<file path="src/rtl/mod_148_dplca_pkg.sv">
// Shared definitions for the DPLCA TXOP aging / table-scan blocks.
//
// Contents:
//   - claim encodings (SOFT/HARD/NONE; 2'b11 is reserved and read as NONE)
//   - scan state encodings (IDLE/CAPTURE/SCAN/PUBLISH)
//   - table geometry: 256 entries of 2 bits each
//   - is_claimed(): true for SOFT or HARD
package mod_148_dplca_pkg;

    localparam int TABLE_DEPTH = 256;
    localparam int ENTRY_W     = 2;
    localparam int ID_W        = 8;
    localparam int COUNT_W     = 9;
    // Per-lane-group count width; covers up to 16 lanes.
    localparam int LANE_CNT_W  = 5;

    typedef enum logic [1:0] {
        CLAIM_SOFT = 2'b00,
        CLAIM_HARD = 2'b01,
        CLAIM_NONE = 2'b10
    } claim_e;

    typedef enum logic [1:0] {
        ST_IDLE    = 2'd0,
        ST_CAPTURE = 2'd1,
        ST_SCAN    = 2'd2,
        ST_PUBLISH = 2'd3
    } scan_state_e;

    function automatic logic is_claimed(input logic [ENTRY_W-1:0] entry);
        return (entry == CLAIM_SOFT) || (entry == CLAIM_HARD);
    endfunction

endpackage

</file>
<file path="src/rtl/dplca_claim_lane_reduce.sv">
// Combinational reduction of LANES consecutive claim-table entries.
//
// Ports:
//   entries         in  LANES*2  entry i of the group at bits [2i+1:2i]
//   base            in  8        table ID of entry 0 of the group
//   lane_any        out 1        at least one SOFT/HARD entry in the group
//   lane_max        out 8        highest claimed ID in the group (0 if none)
//   lane_count      out 5        number of claimed entries in the group
//   lane_free       out 8        lowest non-claimed ID >= 1 in the group
//   lane_free_valid out 1        lane_free is meaningful
module dplca_claim_lane_reduce
    import mod_148_dplca_pkg::*;
#(
    parameter int LANES = 4
) (
    input  logic [ENTRY_W*LANES-1:0] entries,
    input  logic [ID_W-1:0]          base,
    output logic                     lane_any,
    output logic [ID_W-1:0]          lane_max,
    output logic [LANE_CNT_W-1:0]    lane_count,
    output logic [ID_W-1:0]          lane_free,
    output logic                     lane_free_valid
);

    always_comb begin
        lane_any        = 1'b0;
        lane_max        = '0;
        lane_count      = '0;
        lane_free       = '0;
        lane_free_valid = 1'b0;
        // Ascending walk: the last claimed entry wins for max, the first
        // unclaimed one wins for free. ID 0 is the coordinator, never free.
        for (int i = 0; i < LANES; i++) begin
            if (is_claimed(entries[ENTRY_W*i +: ENTRY_W])) begin
                lane_any   = 1'b1;
                lane_max   = base + ID_W'(i);
                lane_count = lane_count + LANE_CNT_W'(1);
            end else if (!lane_free_valid && ((base + ID_W'(i)) != '0)) begin
                lane_free       = base + ID_W'(i);
                lane_free_valid = 1'b1;
            end
        end
    end

endmodule

</file>
<file path="src/rtl/dplca_table_scan.sv">
// DPLCA TXOP claim-table scanner.
//
// On a rising edge of (dplca_txop_table_upd | dplca_new_age) the 256-entry
// claim table is snapshotted and reduced LANES entries per clock. Results
// are published together with a one-cycle scan_done pulse and held until
// the next publish. Triggers arriving while a scan is in flight collapse
// into one rescan.
//
// Optional build macro: DPLCA_NODE_COUNT_MARGIN_EN adds NODE_COUNT_MARGIN
// to the derived node count whenever any entry is claimed.
//
// Ports:
//   clk, reset                 clock, synchronous active-high reset
//   dplca_enable               0 aborts to IDLE and forces reset values
//   dplca_txop_table_upd       level; rising edge of the OR triggers a scan
//   dplca_new_age              level; rising edge of the OR triggers a scan
//   txop_claim_table_unpacked  512-bit table, entry i at [2i+1:2i]
//   scan_busy                  high in CAPTURE and SCAN
//   scan_done                  one-cycle pulse when results update
//   any_claimed, max_claimed_id, claimed_count,
//   free_id, free_valid, node_count   published results
//
// Handshake: there is no backpressure. scan_done is a single-cycle strobe;
// the result outputs are valid in that cycle and stay unchanged until the
// next strobe (or reset / dplca_enable low, which restores reset values).
module dplca_table_scan
    import mod_148_dplca_pkg::*;
#(
    parameter int LANES              = 4,
    parameter int DEFAULT_NODE_COUNT = 8,
    parameter int NODE_COUNT_MARGIN  = 0
) (
    input  logic                              clk,
    input  logic                              reset,
    input  logic                              dplca_enable,
    input  logic                              dplca_txop_table_upd,
    input  logic                              dplca_new_age,
    input  logic [TABLE_DEPTH*ENTRY_W-1:0]    txop_claim_table_unpacked,
    output logic                              scan_busy,
    output logic                              scan_done,
    output logic                              any_claimed,
    output logic [ID_W-1:0]                   max_claimed_id,
    output logic [COUNT_W-1:0]                claimed_count,
    output logic [ID_W-1:0]                   free_id,
    output logic                              free_valid,
    output logic [ID_W-1:0]                   node_count
);

    localparam int            CHUNK_W    = ENTRY_W * LANES;
    localparam logic [ID_W-1:0] LAST_INDEX = ID_W'(TABLE_DEPTH - LANES);

`ifndef DPLCA_NODE_COUNT_MARGIN_EN
    localparam int unused_node_count_margin = NODE_COUNT_MARGIN;
`endif

    scan_state_e                     state, state_next;
    logic                            trig_prev;
    logic                            trig_level;
    logic                            trig;
    logic                            pending;
    logic [TABLE_DEPTH*ENTRY_W-1:0]  shadow;
    logic [ID_W-1:0]                 index;
    logic                            last_chunk;

    logic                            acc_any;
    logic [ID_W-1:0]                 acc_max;
    logic [COUNT_W-1:0]              acc_count;
    logic [ID_W-1:0]                 acc_free;
    logic                            acc_free_valid;

    logic                            lane_any;
    logic [ID_W-1:0]                 lane_max;
    logic [LANE_CNT_W-1:0]           lane_count;
    logic [ID_W-1:0]                 lane_free;
    logic                            lane_free_valid;

    logic                            nxt_any;
    logic [ID_W-1:0]                 nxt_max;
    logic [COUNT_W-1:0]              nxt_count;
    logic [ID_W-1:0]                 nxt_free;
    logic                            nxt_free_valid;
    logic [31:0]                     nc_sum;
    logic [ID_W-1:0]                 pub_node_count;

    assign trig_level = dplca_txop_table_upd | dplca_new_age;
    assign trig       = trig_level & ~trig_prev;
    assign last_chunk = (index == LAST_INDEX);

    // The shadow shifts down each SCAN cycle, so the current chunk is
    // always the low CHUNK_W bits and index only supplies the base ID.
    dplca_claim_lane_reduce #(.LANES(LANES)) u_lane_reduce (
        .entries         (shadow[CHUNK_W-1:0]),
        .base            (index),
        .lane_any        (lane_any),
        .lane_max        (lane_max),
        .lane_count      (lane_count),
        .lane_free       (lane_free),
        .lane_free_valid (lane_free_valid)
    );

    // Merge this chunk into the running accumulators.
    assign nxt_any        = acc_any | lane_any;
    assign nxt_max        = lane_any ? lane_max : acc_max;
    assign nxt_count      = acc_count + COUNT_W'(lane_count);
    assign nxt_free       = acc_free_valid ? acc_free : lane_free;
    assign nxt_free_valid = acc_free_valid | lane_free_valid;

    always_comb begin
        nc_sum = 32'(nxt_max) + 32'd1;
`ifdef DPLCA_NODE_COUNT_MARGIN_EN
        nc_sum = nc_sum + 32'(NODE_COUNT_MARGIN);
`endif
        if (!nxt_any) begin
            pub_node_count = ID_W'(DEFAULT_NODE_COUNT);
        end else if (nc_sum > 32'd255) begin
            pub_node_count = 8'd255;
        end else begin
            pub_node_count = nc_sum[ID_W-1:0];
        end
    end

    // FSM next state and status outputs.
    always_comb begin
        state_next = state;
        scan_busy  = 1'b0;
        scan_done  = 1'b0;
        case (state)
            ST_IDLE: begin
                if (trig || pending) state_next = ST_CAPTURE;
            end
            ST_CAPTURE: begin
                scan_busy  = 1'b1;
                state_next = ST_SCAN;
            end
            ST_SCAN: begin
                scan_busy = 1'b1;
                if (last_chunk) state_next = ST_PUBLISH;
            end
            ST_PUBLISH: begin
                scan_done  = 1'b1;
                state_next = pending ? ST_CAPTURE : ST_IDLE;
            end
            default: state_next = ST_IDLE;
        endcase
    end

    // Edge-detect copy is cleared only by reset so a level that stays high
    // across a dplca_enable drop does not re-trigger.
    always_ff @(posedge clk) begin
        if (reset) trig_prev <= 1'b0;
        else       trig_prev <= trig_level;
    end

    always_ff @(posedge clk) begin
        if (reset || !dplca_enable) begin
            state          <= ST_IDLE;
            pending        <= 1'b0;
            shadow         <= '0;
            index          <= '0;
            acc_any        <= 1'b0;
            acc_max        <= '0;
            acc_count      <= '0;
            acc_free       <= '0;
            acc_free_valid <= 1'b0;
            any_claimed    <= 1'b0;
            max_claimed_id <= '0;
            claimed_count  <= '0;
            free_id        <= '0;
            free_valid     <= 1'b0;
            node_count     <= ID_W'(DEFAULT_NODE_COUNT);
        end else begin
            state <= state_next;

            // IDLE always leaves for CAPTURE when pending is set, so it can
            // be cleared there. In PUBLISH a held pending is consumed by the
            // rescan; a fresh trigger in that cycle is kept for later.
            if (state == ST_IDLE)         pending <= 1'b0;
            else if (state == ST_PUBLISH) pending <= pending ? 1'b0 : trig;
            else if (trig)                pending <= 1'b1;

            if (state == ST_CAPTURE) begin
                shadow         <= txop_claim_table_unpacked;
                index          <= '0;
                acc_any        <= 1'b0;
                acc_max        <= '0;
                acc_count      <= '0;
                acc_free       <= '0;
                acc_free_valid <= 1'b0;
            end else if (state == ST_SCAN) begin
                shadow         <= shadow >> CHUNK_W;
                index          <= index + ID_W'(LANES);
                acc_any        <= nxt_any;
                acc_max        <= nxt_max;
                acc_count      <= nxt_count;
                acc_free       <= nxt_free;
                acc_free_valid <= nxt_free_valid;
                // Load the results on the last chunk so they are visible in
                // the same cycle as the scan_done strobe.
                if (last_chunk) begin
                    any_claimed    <= nxt_any;
                    max_claimed_id <= nxt_max;
                    claimed_count  <= nxt_count;
                    free_id        <= nxt_free;
                    free_valid     <= nxt_free_valid;
                    node_count     <= pub_node_count;
                end
            end
        end
    end

endmodule

</file>
<file path="config.mk">
export PLATFORM = sky130hd
export DESIGN_NAME = dplca_table_scan
export DESIGN_NICKNAME = d
export VERILOG_FILES = /design/src/rtl/mod_148_dplca_pkg.sv /design/src/rtl/dplca_claim_lane_reduce.sv /design/src/rtl/dplca_table_scan.sv
export SDC_FILE = /design/constraint.sdc
export NUM_CORES = 1
export LEC_CHECK = 0
export CORE_AREA = 2 2 216 218
export CTS_CLUSTER_SIZE = 40
export DETAILED_ROUTE_END_ITERATION = 10
export DIE_AREA = 0 0 218 220
export GPL_ROUTABILITY_DRIVEN = 0
export GPL_TIMING_DRIVEN = 1
export MAX_ROUTING_LAYER = met4
export PLACE_DENSITY = 0.67
export SYNTH_ARGS = -nofsm -noshare
export SYNTH_HDL_FRONTEND = slang
export SYNTH_SLANG_ARGS = --single-unit
</file>
<file path="constraint.sdc">
create_clock -name clk -period 4.2 [get_ports clk]
set_clock_uncertainty 0.2 [all_clocks]
set_input_delay 0.84 -clock clk [delete_from_list [all_inputs] [get_ports clk]]
set_output_delay 0.84 -clock clk [all_outputs]
set_load 0.03 [all_outputs]
</file>
==> Implementation_results.wiki, run 1 <==
{| class="wikitable"
! Metric !! Value
|-
| Critical path class || flip-flop to primary output
|-
| Total standard cell area after synthesis || 14900 um2
|-
| Top cell family by delay on the critical path || buffers and inverters
|-
| Leakage power figure || 6.01 nW
|-
| Number of antenna violations at the first check in global routing || 4
|-
| Worst ir drop on vdd || 0.215 mV
|-
| Worst EP arrival || 2.56 ns
|-
| CTS H-tree depth || 2
|-
| Final period utilization || 85.8%
|-
| Main combinational cell family by area after synthesis || multiplexers
|-
| Wire length of the first global-routing pass || 61400 um
|-
| Max-slew headroom at the worst pin || 17.2%
|-
| Largest incremental delay on the critical path || 0.83 ns
|-
| Area added between synthesis and finish || 28.6%
|-
| Residual antenna-violating net count after detailed routing || 0
|-
| Mux share of post-synthesis cell area || 17.3%
|-
| Final routed wirelength across all metal layers || 39600 um
|-
| Library cell used as clock root buffer || sky130_fd_sc_hd__clkbuf_16
|-
| Setup violators final || 0
|-
| Clock latency of the later-clocked register in the worst-skew pair || 0.54 ns
|-
| Mapped Cells || 1672
|-
| Kind of start point of the critical path || flip-flop
|-
| Remaining design rule violation count || 0
|-
| Power per cell area || 407 nW/um2
|-
| Mean instance size in the synthesized netlist || 8.92 um2
|-
| Vias in the first global route || 11300
|-
| Count of hold-fix buffers inserted at cts || 0
|-
| Area enclosed by the die boundary || 48000 um2
|-
| First-iteration detailed-routing DRC count || 668
|-
| Share of synthesized cell area in and, or, nand and nor gates || 11.7%
|-
| Share of flip-flops with an asynchronous set or reset || 0%
|-
| Largest net degree at the start of global routing || 263
|-
| Main flop type after synthesis || sky130_fd_sc_hd__dfxtp_1
|-
| Part of the Yosys area used for sequential elements || 44.0%
|-
| Min cycle time layout || 3.60 ns
|-
| Standard cell core area || 45900 um2
|-
| Number of enable flip-flop cells after synthesis || 0
|-
| Synth Area in Compound Gates || 17.2%
|-
| Final hold viol count || 0
|-
| Post CTS Setup Buffer Count || 0
|-
| Number of optimization iterations in the first detailed-route pass || 5
|-
| Rows || 79
|-
| Cells after DPL || 2333
|-
| Synthesized flop and latch total || 328
|-
| GRT Resource Usage Total || 16.5%
|-
| Post-Synth XOR/XNOR Area || 1.35%
|-
| Top area cells in the synthesized netlist || sky130_fd_sc_hd__dfxtp_1, sky130_fd_sc_hd__mux2i_1, sky130_fd_sc_hd__a211oi_1, sky130_fd_sc_hd__nor2_1, sky130_fd_sc_hd__clkbuf_1
|-
| Synthesized Nets || 2206
|-
| Min-delay worst type || flip-flop to flip-flop
|-
| Sinks on the clock net || 328
|-
| CP Max Fanout || 45
|-
| RSZ-0062 raised after global routing || no
|-
| Number of vias in the routed layout || 11800
|-
| Top-Level Pins || 554
|-
| Die height || 220 um
|-
| List of most frequent post-synthesis cells || sky130_fd_sc_hd__dfxtp_1, sky130_fd_sc_hd__nor2_1, sky130_fd_sc_hd__a211oi_1
|-
| Clock-pin slew on the worst setup and hold paths || 0.06 ns
|-
| Dpl hpwl || 26600 um
|-
| Maximum achievable frequency || 278 MHz
|-
| Number of cells upsized or downsized after cts || 0
|-
| Detailed-route vias per instance || 4.92
|-
| Horizontal die dimension || 218 um
|-
| Count of warnings emitted by yosys || 0
|-
| Setup TNS || 0 ns
|-
| Slowest library cell on the worst path || sky130_fd_sc_hd__clkdlybuf4s50_1
|-
| Status || finished, final reports clean
|-
| Average wire per cell in the routed design || 16.5 um
|-
| TritonCTS clock tree || done
|-
| Initial standard-cell utilization of the core || 32.5%
|-
| Final #Nets || 2301
|-
| Max Buffers Root-to-Sink || 3
|-
| Slew at the pin closest to its max-slew limit || 1.24 ns
|-
| Proportion of netlist area held by the largest area contributor || 44.0%
|-
| Top cell type by total area after synthesis || sky130_fd_sc_hd__dfxtp_1
|-
| Adder and majority cell fraction of the synthesized area || 1.48%
|-
| Buffers added on ports || 297
|-
| Worst path required time || 3.16 ns
|-
| Number of standard cells in the final layout excluding fillers || 2406
|-
| Final count of pins violating max slew || 0
|-
| Capturing element type of the critical path || primary output
|-
| Post-synthesis cell type count || 57
|-
| Sequence of cells on the critical path || inv_1 > ha_4 > clkdlybuf4s50_1
|-
| Max Cap Viol || 0
|-
| Number of CTS-inserted buffers || 39
|-
| Buffers and inverters on the worst path || 2
|-
| Layout cell share with drive strength beyond 1 || 4.62%
|-
| Final global-route overflow total || 0
|-
| Most repeated cell in the gate-level netlist after synthesis || sky130_fd_sc_hd__dfxtp_1
|}
metal layers:
metal  global-route usage [%]  up-vias  routed length [um]
met5                        -        -                   0
met4                     5.65        0                 909
met3                     4.50       60                2780
met2                     25.5      292               18000
met1                     20.7     5454               17900
li1                         -     6042                   -
cells in the final DEF (no fill, tap or decap), types with 3 or more instances in the layout:
| cell type | n |
|---|---|
| sky130_fd_sc_hd__diode_2 | 4 |
| sky130_fd_sc_hd__inv_1 | 11 |
| sky130_fd_sc_hd__clkbuf_1 | 13 |
| sky130_fd_sc_hd__nand3_1 | 15 |
| sky130_fd_sc_hd__a211oi_1 | 276 |
| sky130_fd_sc_hd__nor3_1 | 8 |
| sky130_fd_sc_hd__clkdlybuf4s50_1 | 297 |
| sky130_fd_sc_hd__clkbuf_8 | 9 |
| sky130_fd_sc_hd__buf_4 | 10 |
| sky130_fd_sc_hd__clkbuf_16 | 41 |
| sky130_fd_sc_hd__nand4_1 | 7 |
| sky130_fd_sc_hd__mux2i_1 | 256 |
| sky130_fd_sc_hd__xor2_1 | 12 |
| sky130_fd_sc_hd__and3_1 | 5 |
| sky130_fd_sc_hd__xnor2_1 | 11 |
| sky130_fd_sc_hd__nand2_1 | 38 |
| sky130_fd_sc_hd__a21o_1 | 4 |
| sky130_fd_sc_hd__or3_1 | 3 |
| sky130_fd_sc_hd__nand2b_1 | 4 |
| sky130_fd_sc_hd__bufinv_16 | 3 |
| sky130_fd_sc_hd__dfxtp_1 | 328 |
| sky130_fd_sc_hd__nor2_1 | 314 |
| sky130_fd_sc_hd__buf_12 | 5 |
| sky130_fd_sc_hd__ha_1 | 14 |
| sky130_fd_sc_hd__a21oi_1 | 36 |
| sky130_fd_sc_hd__o21ai_1 | 4 |
| sky130_fd_sc_hd__o21ai_0 | 13 |
| sky130_fd_sc_hd__nor2b_1 | 4 |
| sky130_fd_sc_hd__a22oi_1 | 6 |
registers in the layout, indices dropped and copies added (netlist names), 2 cells and up:
| name | count |
|---|---|
| acc_count | 9 |
| index | 6 |
| shadow | 256 |
| node_count | 8 |
| free_id | 8 |
| acc_max | 8 |
| claimed_count | 9 |
| acc_free | 8 |
| state | 2 |
| max_claimed_id | 8 |
worst min-delay path: cells and delay by family (launching register included):
family	cells	cell delay [ns]
flops	1	0.31
simple gates	2	0.09
power by group:
part	total, W	internal (W)	switching [W]
Sequential	0.00329	0.00322	0.0000625
Combinational	0.00107	0.000532	0.000543
Clock	0.00344	0.00213	0.00132
stage by stage:
step	hold slack, ns	area (um2)	util [%]	setup WS [ns]	total power (W)
after floorplan	0.228	14900	-	0.990	0.00407
after global placement	0.237	17900	39.0	0.775	0.00441
after detailed placement	0.230	17900	39.0	0.751	0.00443
after CTS	0.238	19200	41.8	0.537	0.00793
after global routing	0.259	19200	41.8	0.489	0.00817
final	0.236	19200	41.8	0.597	0.00780
final timing paths:
path | startpoint | end | slack, ns | cells after the start
min | node_count[5] | node_count[5] | 0.24 | 2
max reg2reg | shadow[1] | claimed_count[8] | 0.83 | 11
min reg2reg | node_count[5] | node_count[5] | 0.24 | 2
max | state[0] | scan_busy | 0.60 | 3
cell type report:
cell class | instances | area, um2
multi-input combinational | 1075 | 7360
clock inverter | 6 | 108
clock buffer | 63 | 1200
timing repair buffer | 312 | 3150
inverter | 11 | 41.3
tap | 607 | 759
sequential | 328 | 6570
fill | 4514 | 26700
antenna | 4 | 10.0
kinds of logic (layout without fill, tap and decap cells):
kind of cell,count (synthesis),count (layout)
muxes,258,258
adders and majority gates,17,17
buffers and inverters,269,392
and+or+nand+nor,418,418
AOI/OAI and AO/OA,358,358
other,1,5
DFF,328,328
xor gates and xnor gates,23,23
No activity file was read; power rests on OpenSTA's default activity.
==> inputs of run 2 (changes only) <==
--- a/config.mk
+++ b/config.mk
@@ -13,6 +13,7 @@
 export GPL_TIMING_DRIVEN = 1
 export MAX_ROUTING_LAYER = met4
 export PLACE_DENSITY = 0.67
+export SLEW_MARGIN = 20
 export SYNTH_ARGS = -nofsm -noshare
 export SYNTH_HDL_FRONTEND = slang
 export SYNTH_SLANG_ARGS = --single-unit
==> results of run 2 <==
The final DEF is identical to that of run 1; final timing and power are the same.
==> inputs of run 3 (changes only) <==
--- a/config.mk
+++ b/config.mk
@@ -5,14 +5,13 @@
 export SDC_FILE = /design/constraint.sdc
 export NUM_CORES = 1
 export LEC_CHECK = 0
-export CORE_AREA = 2 2 216 218
+export CORE_MARGIN = 4
+export CORE_UTILIZATION = 35
 export CTS_CLUSTER_SIZE = 40
 export DETAILED_ROUTE_END_ITERATION = 10
-export DIE_AREA = 0 0 218 220
 export GPL_ROUTABILITY_DRIVEN = 0
 export GPL_TIMING_DRIVEN = 1
-export MAX_ROUTING_LAYER = met4
-export PLACE_DENSITY = 0.67
+export PLACE_DENSITY = 0.71
 export SLEW_MARGIN = 20
 export SYNTH_ARGS = -nofsm -noshare
 export SYNTH_HDL_FRONTEND = slang
==> run 3 against run 2 <==
Against the previous run: total power decreased by 3.1%; non-clock buffer count decreased by 4; sequential cell count did not move; maximum frequency rose by 5.8%; setup slack gained 0.20 ns; die area fell by 4.1%; critical path depth increased by 8; wire length down 2.7%; critical path type is now flip-flop to flip-flop; largest power group is now sequential cells; highest routed layer is now met5.
==> Implementation_results.wiki, run 3 (synthesized netlist as in run 1, its figures left out) <==
{| class="wikitable"
! Metric !! Value
|-
| Largest net degree at the start of global routing || 257 (-2.3%)
|-
| Worst path required time || 4.40 ns (+1.24 ns)
|-
| Power per cell area || 398 nW/um2 (-2.1%)
|-
| Dpl hpwl || 25700 um (-3.5%)
|-
| Status || finished, final reports clean
|-
| Post CTS Setup Buffer Count || 0 (unchanged)
|-
| Final period utilization || 81.1% (-4.7 points)
|-
| GRT Resource Usage Total || 16.1% (-0.41 points)
|-
| Maximum achievable frequency || 294 MHz (+5.8%)
|-
| Final routed wirelength across all metal layers || 38500 um (-2.7%)
|-
| TritonCTS clock tree || done
|-
| Number of cells upsized or downsized after cts || 0 (unchanged)
|-
| Largest reg by FF count || shadow
|-
| Min-delay worst type || flip-flop to flip-flop
|-
| Clock latency of the later-clocked register in the worst-skew pair || 0.53 ns (about the same)
|-
| Count of hold-fix buffers inserted at cts || 0 (unchanged)
|-
| Final #Nets || 2296 (-0.22%)
|-
| Number of antenna violations at the first check in global routing || 4 (unchanged)
|-
| Area enclosed by the die boundary || 46000 um2 (-4.1%)
|-
| Number of optimization iterations in the first detailed-route pass || 5 (unchanged)
|-
| Horizontal die dimension || 214 um (-1.6%)
|-
| Kind of start point of the critical path || flip-flop
|-
| Slew at the pin closest to its max-slew limit || 1.23 ns (-0.0163 ns)
|-
| Max-slew headroom at the worst pin || 18.3% (+1.1 points)
|-
| Largest registers in the final layout || shadow: 256 flops, acc_count: 9 flops, claimed_count: 9 flops
|-
| Die height || 214 um (-2.5%)
|-
| Area added between synthesis and finish || 27.3%
|-
| RSZ-0062 raised after global routing || no
|-
| Standard cell core area || 42000 um2 (-8.3%)
|-
| Commonest cells after routing, fill and taps aside || sky130_fd_sc_hd__dfxtp_1, sky130_fd_sc_hd__nor2_1, sky130_fd_sc_hd__clkdlybuf4s50_1
|-
| Setup violators final || 0 (unchanged)
|-
| Final global-route overflow total || 0 (unchanged)
|-
| Final hold viol count || 0 (unchanged)
|-
| Wire length of the first global-routing pass || 61800 um (+0.61%)
|-
| Worst ir drop on vdd || 0.293 mV (+36%)
|-
| Top-Level Pins || 554 (unchanged)
|-
| Rows || 75 (-5.1%)
|-
| Initial standard-cell utilization of the core || 35.5% (+3.0 points)
|-
| CP Max Fanout || 11 (-76%)
|-
| CTS H-tree depth || 2 (unchanged)
|-
| Summed area of non-filler cells in the final layout || 19000 um2 (-1.0%)
|-
| Final count of pins violating max slew || 0 (unchanged)
|-
| Leakage power figure || 5.95 nW (-0.90%)
|-
| Remaining design rule violation count || 0 (unchanged)
|-
| Capturing element type of the critical path || flip-flop
|-
| Critical path class || flip-flop to flip-flop
|-
| Vias in the first global route || 11500 (+2.5%)
|-
| Layout cell share with drive strength beyond 1 || 4.58% (-0.040 points)
|-
| Cell area after placement || 17800 um2 (-0.57%)
|-
| Min cycle time layout || 3.41 ns (-0.197 ns)
|-
| Max Buffers Root-to-Sink || 3 (unchanged)
|-
| Average wire per cell in the routed design || 16.5 um (+0.41%)
|-
| Number of flip-flops in the largest register || 256 (unchanged)
|-
| Leading cell type in the layout, fill and taps excluded || sky130_fd_sc_hd__dfxtp_1
|-
| First-iteration detailed-routing DRC count || 779 (+17%)
|-
| Setup TNS || 0 ns (unchanged)
|-
| Worst EP arrival || 3.61 ns (+1.05 ns)
|-
| Residual antenna-violating net count after detailed routing || 0 (unchanged)
|-
| Number of CTS-inserted buffers || 38 (-2.6%)
|-
| Buffers added on ports || 297 (unchanged)
|-
| Clock-pin slew on the worst setup and hold paths || 0.06 ns (about the same)
|-
| Max Cap Viol || 0 (unchanged)
|-
| Number of vias in the routed layout || 11900 (+0.18%)
|-
| Sinks on the clock net || 328 (unchanged)
|-
| Library cell used as clock root buffer || sky130_fd_sc_hd__clkbuf_16
|-
| Detailed-route vias per instance || 5.09 (+3.4%)
|}
run 3: changes by cell type in the layout (fill, tap and decap cells not counted), moves of 2 or more:
cell                        delta
sky130_fd_sc_hd__clkbuf_16     -2
sky130_fd_sc_hd__clkbuf_1      -5
sky130_fd_sc_hd__bufinv_16     -2
sky130_fd_sc_hd__inv_6         +2
sky130_fd_sc_hd__clkinv_2      +4
sky130_fd_sc_hd__buf_4         -5
run 3: power by group:
part	internal (W)	leakage (nW)	switching [W]
logic	0.000536	2.70	0.000533
registers	0.00322	2.66	0.0000629
clock network	0.00191	0.599	0.00130
run 3: per-layer routing:
metal	up-vias	track usage, %	share of wire, %
li1	6028	-	-
met1	5472	21.2	45
met2	308	25.3	45
met3	59	5.13	7.5
met4	2	4.75	2.0
met5	-	0	0.047
run 3: stage by stage:
step           setup WS, ns  hold slack (ns)  utilization [%]  cells  power, W
6_report              0.794            0.250             45.2   2331   0.00757
5_1_grt               0.687            0.269             45.2   2331   0.00793
4_1_cts               0.842            0.253             45.2   2328   0.00769
3_5_place_dp          0.718            0.245             42.3   2261   0.00442
3_3_place_gp          0.775            0.232             42.3   2261   0.00440
2_1_floorplan         0.990            0.228                -   1672   0.00407
run 3: worst max-delay path, cell delays in order (launching register included):
cell	delay [ns]
sky130_fd_sc_hd__dfxtp_1	0.57
sky130_fd_sc_hd__ha_1	0.33
sky130_fd_sc_hd__xnor2_1	0.24
sky130_fd_sc_hd__ha_1	0.28
sky130_fd_sc_hd__mux2_2	0.29
sky130_fd_sc_hd__fa_1	0.41
sky130_fd_sc_hd__a21o_1	0.17
sky130_fd_sc_hd__a21oi_1	0.26
sky130_fd_sc_hd__nor2_1	0.15
sky130_fd_sc_hd__nand3_1	0.12
sky130_fd_sc_hd__xor2_1	0.15
sky130_fd_sc_hd__a21oi_1	0.09
run 3: layout make-up:
cell class                      instances  area [um2]
Sequential cell                       328        6570
Timing Repair Buffer                  308        3130
Multi-Input combinational cell       1075        7360
Clock inverter                         12         101
Clock buffer                           55        1120
Fill cell                            3970       23000
Inverter                               11        41.3
Antenna cell                            3        7.51
Tap cell                              539         674
run 3: final timing paths:
kind                 start                to  slack (ns)  depth (start not counted)
max              shadow[3]  claimed_count[8]        0.79                         11
min          node_count[2]     node_count[2]        0.25                          2
max reg2reg      shadow[3]  claimed_count[8]        0.79                         11
min reg2reg  node_count[2]     node_count[2]        0.25                          2
==> RTL edit 1, RTL diff (flow settings as in run 2) <==
`COUNT_W`: 9 -> 18.
--- a/src/rtl/mod_148_dplca_pkg.sv
+++ b/src/rtl/mod_148_dplca_pkg.sv
@@ -10,7 +10,7 @@
     localparam int TABLE_DEPTH = 256;
     localparam int ENTRY_W     = 2;
     localparam int ID_W        = 8;
-    localparam int COUNT_W     = 9;
+    localparam int COUNT_W     = 18;
     // Per-lane-group count width; covers up to 16 lanes.
     localparam int LANE_CNT_W  = 5;
 
Ports: changed (resized claimed_count); port bits go from 554 to 563. No check against the original RTL was run, so the function may have changed too.
==> RTL edit 1 against run 2 <==
Sequential share of layout area up 0.067 points. Largest cell class unchanged. Wire length up 5.6%. Non-clock buffer count up 15. Final area up 5.3%. Via count up 7.3%. Synthesized cell count up 6.9%. Setup slack better by 0.051 ns. Critical path depth up 7. Area after synthesis up 6.4%. Sequential cell count up 18. Critical path type is now flop to flop. Total power up 2.0%.
==> RTL edit 1: results (changes against run 2) <==
Status -> completed
CTS Root Cell -> clkbuf_16
Post-DP Area -> 0.01891 mm2 (+5.8%)
Vias per cell -> 5.036 (+2.3%)
Worst slew pin tran -> 0.9856 ns (-0.2567 ns)
Crit-path leading delay family -> adder cells
Peak VDD IR -> 0.2935 mV (+36%)
Drt first-iter violations -> 759 (+14%)
YS warnings -> 0 (unchanged)
Synth top cells by count -> 346 x dfxtp_1, 314 x nor2_1, 276 x a211oi_1
CP max stage delay -> 0.54 ns (-0.29 ns)
Cells after Synth -> 1787 (+6.9%)
Met1 usage -> 0.2176 (+0.01057)
Slowest CP cell -> dfxtp_1
DR WL met2 -> 19.10 mm (+6.3%)
DPL Wire Length -> 28.58 mm (+7.5%)
CTS Buf Count -> 41 (+5.1%)
Initial antenna violation count -> 6 (+2)
Share of layout cells above drive strength 1 -> 0.05071 (+0.004466)
Largest registers -> shadow (256), acc_count (18), claimed_count (18)
Largest cells by area after synthesis -> dfxtp_1 44%, mux2i_1 16%, a211oi_1 13%
Lkg Pwr -> 6.290 nW (+4.7%)
GR Layer Usage met2 -> 0.2658 (+0.01122)
Data arrival, critical path -> 3.83 ns (+1.27 ns)
Port Buf Inserts -> 306 (+3.0%)
First-pass GRT wire length -> 65.19 mm (+6.1%)
WL met3 -> 2.927 mm (+5.3%)
Crit-path max FO -> 20 (-56%)
Nets -> 2417 (+5.0%)
Avg WL per Cell -> 16.55 um (+0.60%)
Met3 GRT Util -> 0.04831 (+0.003313)
Vias in the first global route -> 12216 (+8.5%)
Post-CTS Setup Bufs -> 0 (unchanged)
Met1 Wirelength -> 18.79 mm (+4.8%)
Seq/Total Area, Yosys -> 0.4361 (-0.003975)
Largest net degree at the start of global routing -> 241 (-8.4%)
Total GRT Usage -> 0.1730 (+0.008281)
Final wirelength -> 41.79 mm (+5.6%)
Syn_nets -> 2319 (+5.1%)
Placement Setup Slack -> 0.6815 ns (-0.06920 ns)
# fillers -> 4453 (-1.4%)
First-pass iteration count of the detailed router -> 5 (unchanged)
[RTL edit 1: cells by family after synthesis]
| family | after synthesis | share of synthesized area |
|---|---|---|
| buffers and inverters | 285 | 0.07240 |
| xor gates and xnor gates | 23 | 0.01268 |
| other | 1 | 0.0002361 |
| and+or+nand+nor | 452 | 0.1229 |
| AOI/OAI and AO/OA | 407 | 0.1806 |
| DFF | 346 | 0.4361 |
| adders and majority gates | 15 | 0.01229 |
| muxes | 258 | 0.1628 |
[RTL edit 1: path summary, 6_finish.rpt]
check	from	endpoint	slack [ns]	cells past startpoint
worst min register to register	acc_max[6]	acc_max[6]	0.25	2
worst min-delay path	acc_max[6]	acc_max[6]	0.25	2
worst max-delay path	shadow[3]	claimed_count[15]	0.65	10
worst max register to register	shadow[3]	claimed_count[15]	0.65	10
[RTL edit 1: where the power goes]
part | internal, mW | total (mW) | switching (mW)
clock network | 2.03 | 3.43 | 1.40
logic | 0.537 | 1.08 | 0.540
registers | 3.39 | 3.46 | 0.0645
[RTL edit 1: worst register-to-register path: stages, from the launching register on]
cell     delay, ns
dfxtp_1       0.54
ha_1          0.45
o21ai_0       0.18
ha_1          0.30
mux2_2        0.29
ha_1          0.29
a21o_1        0.11
a21oi_1       0.10
o21ba_2       0.34
or4_1         0.55
a31oi_1       0.16
[RTL edit 1: final cells by class]
cell class / instances / area (um2) / area share
multi-input cells: 1156 / 7844 / 0.3882
flip-flops and latches: 346 / 6927 / 0.3428
repair buffers: 327 / 3333 / 0.1650
clock buffers: 58 / 1150 / 0.05691
well taps: 607 / 759.5 / 0.03759
clock inverters: 13 / 130.1 / 0.006440
inverters: 13 / 48.80 / 0.002415
diodes: 5 / 12.51 / 0.0006193
==> RTL edit 2, RTL diff (flow settings as in run 2) <==
Without the edit above. Make the reset (`reset`) asynchronous in one clocked block. Comments in the files are not updated.
--- a/src/rtl/dplca_table_scan.sv
+++ b/src/rtl/dplca_table_scan.sv
@@ -146,7 +146,7 @@
 
     // Edge-detect copy is cleared only by reset so a level that stays high
     // across a dplca_enable drop does not re-trigger.
-    always_ff @(posedge clk) begin
+    always_ff @(posedge clk or posedge reset) begin
         if (reset) trig_prev <= 1'b0;
         else       trig_prev <= trig_level;
     end
Behaviour: same outputs for any inputs over 4 cycles, from zero or initial values and one cycle with reset high; that may be too few to reach the edited logic, so the function may still have changed.
==> RTL edit 2 against run 2 <==
Sequential share of layout area shrank 0.31 points. Sequential cell count stayed put. Total power shrank 3.7%. Setup slack improved by 0.053 ns. Final area is 1.0% higher. Wire length shrank 0.53%. Area after synthesis increased by 1.6%. Highest routed layer unchanged. Non-clock buffer count is 5 higher. Clock power increased by 3%. First-iteration DRC count up 19%.
==> RTL edit 2: results (changes against run 2) <==
Status -> completed
Data arrival, critical path -> 3.76 ns (+1.20 ns)
Seq pwr share -> 0.428 (+0.007)
Post-DP Area -> 0.01804 mm2 (+0.94%)
Largest cells by area after synthesis -> dfxtp_1 43%, mux2i_1 17%, a211oi_1 14%
First-pass iteration count of the detailed router -> 7 (+2)
Slowest CP cell -> dfxtp_1
Net Switching -> 1.740 mW (-9.5%)
DPL Wire Length -> 26.74 mm (+0.53%)
Total GRT Usage -> 0.1631 (-0.001596)
Peak VDD IR -> 0.2715 mV (+26%)
First-pass GRT wire length -> 61.40 mm (about the same)
Synth cell types -> 61 (+7.0%)
Seq/Total Area, Yosys -> 0.4336 (-0.006501)
Nets -> 2320 (+0.83%)
Drt first-iter violations -> 798 (+19%)
Initial antenna violation count -> 0 (-4)
Lkg Pwr -> 5.866 nW (-2.4%)
Worst slew pin tran -> 1.176 ns (-0.06662 ns)
P per Cell Area -> 387.9 mW/mm2 (-4.6%)
Avg WL per Cell -> 16.27 um (-1.1%)
Vias per cell -> 4.934 (+0.20%)
Crit-path leading delay family -> adder cells
Antenna cell count -> 0 (-4)
Post-Place Cells -> 2352 (+0.81%)
Share of layout cells above drive strength 1 -> 0.05571 (+0.009469)
Asr flop ratio synth -> 0.003049 (+0.003049)
Final instance area -> 0.01938 mm2 (+1.0%)
Comb power frac -> 0.103 (-0.035)
Syn_nets -> 2226 (+0.91%)
RTL edit 2: cell count changes after synthesis, moves of 4 or more:
cell / before / now
a31oi_1: 2 / 6
buf_1: 52 / 11
buf_2: 8 / 55
clkbuf_1: 197 / 188
nand2_1: 38 / 45
nand3_1: 15 / 19
nor2b_1: 4 / 9
RTL edit 2: logic make-up (layout without fill, tap and decap cells):
group	count (synthesis)	count (layout)	share of synthesized area
AOI/OAI and AO/OA	356	356	0.1705
xor gates and xnor gates	20	20	0.01156
adders and majority gates	17	17	0.01453
buffers and inverters	276	397	0.07711
DFF	328	328	0.4336
muxes	262	262	0.1733
other	1	1	0.0002475
and+or+nand+nor	432	432	0.1191
RTL edit 2: metal layers:
metal	vias to the layer above	part of all wire	wire length, um	track usage
met5	-	0	0	-
met4	0	0.019	761	0.04354
met3	53	0.079	3091	0.05121
met2	281	0.44	17220	0.2447
met1	5518	0.46	18300	0.2117
li1	6089	-	-	-
RTL edit 2: area by class of cell:
class	count	area (um2)	area share
Sequential cell	328	6571	0.3390
Clock buffer	58	1180	0.06087
Multi-Input combinational cell	1088	7456	0.3847
Inverter	12	45.04	0.002324
Tap cell	607	759.5	0.03918
Timing Repair Buffer	317	3211	0.1656
Clock inverter	10	160.2	0.008263
RTL edit 2: path summary, 6_finish.rpt:
kind,from,end,slack (ns),cells past startpoint
setup / recovery,shadow[3],claimed_count[8],0.65,13
min in group asynchronous,reset,trig_prev,0.35,2
max in group asynchronous,reset,trig_prev,3.29,2
hold reg to reg,acc_max[5],acc_max[5],0.25,2
hold / removal,acc_max[5],acc_max[5],0.25,2
setup reg to reg,shadow[3],claimed_count[8],0.65,13
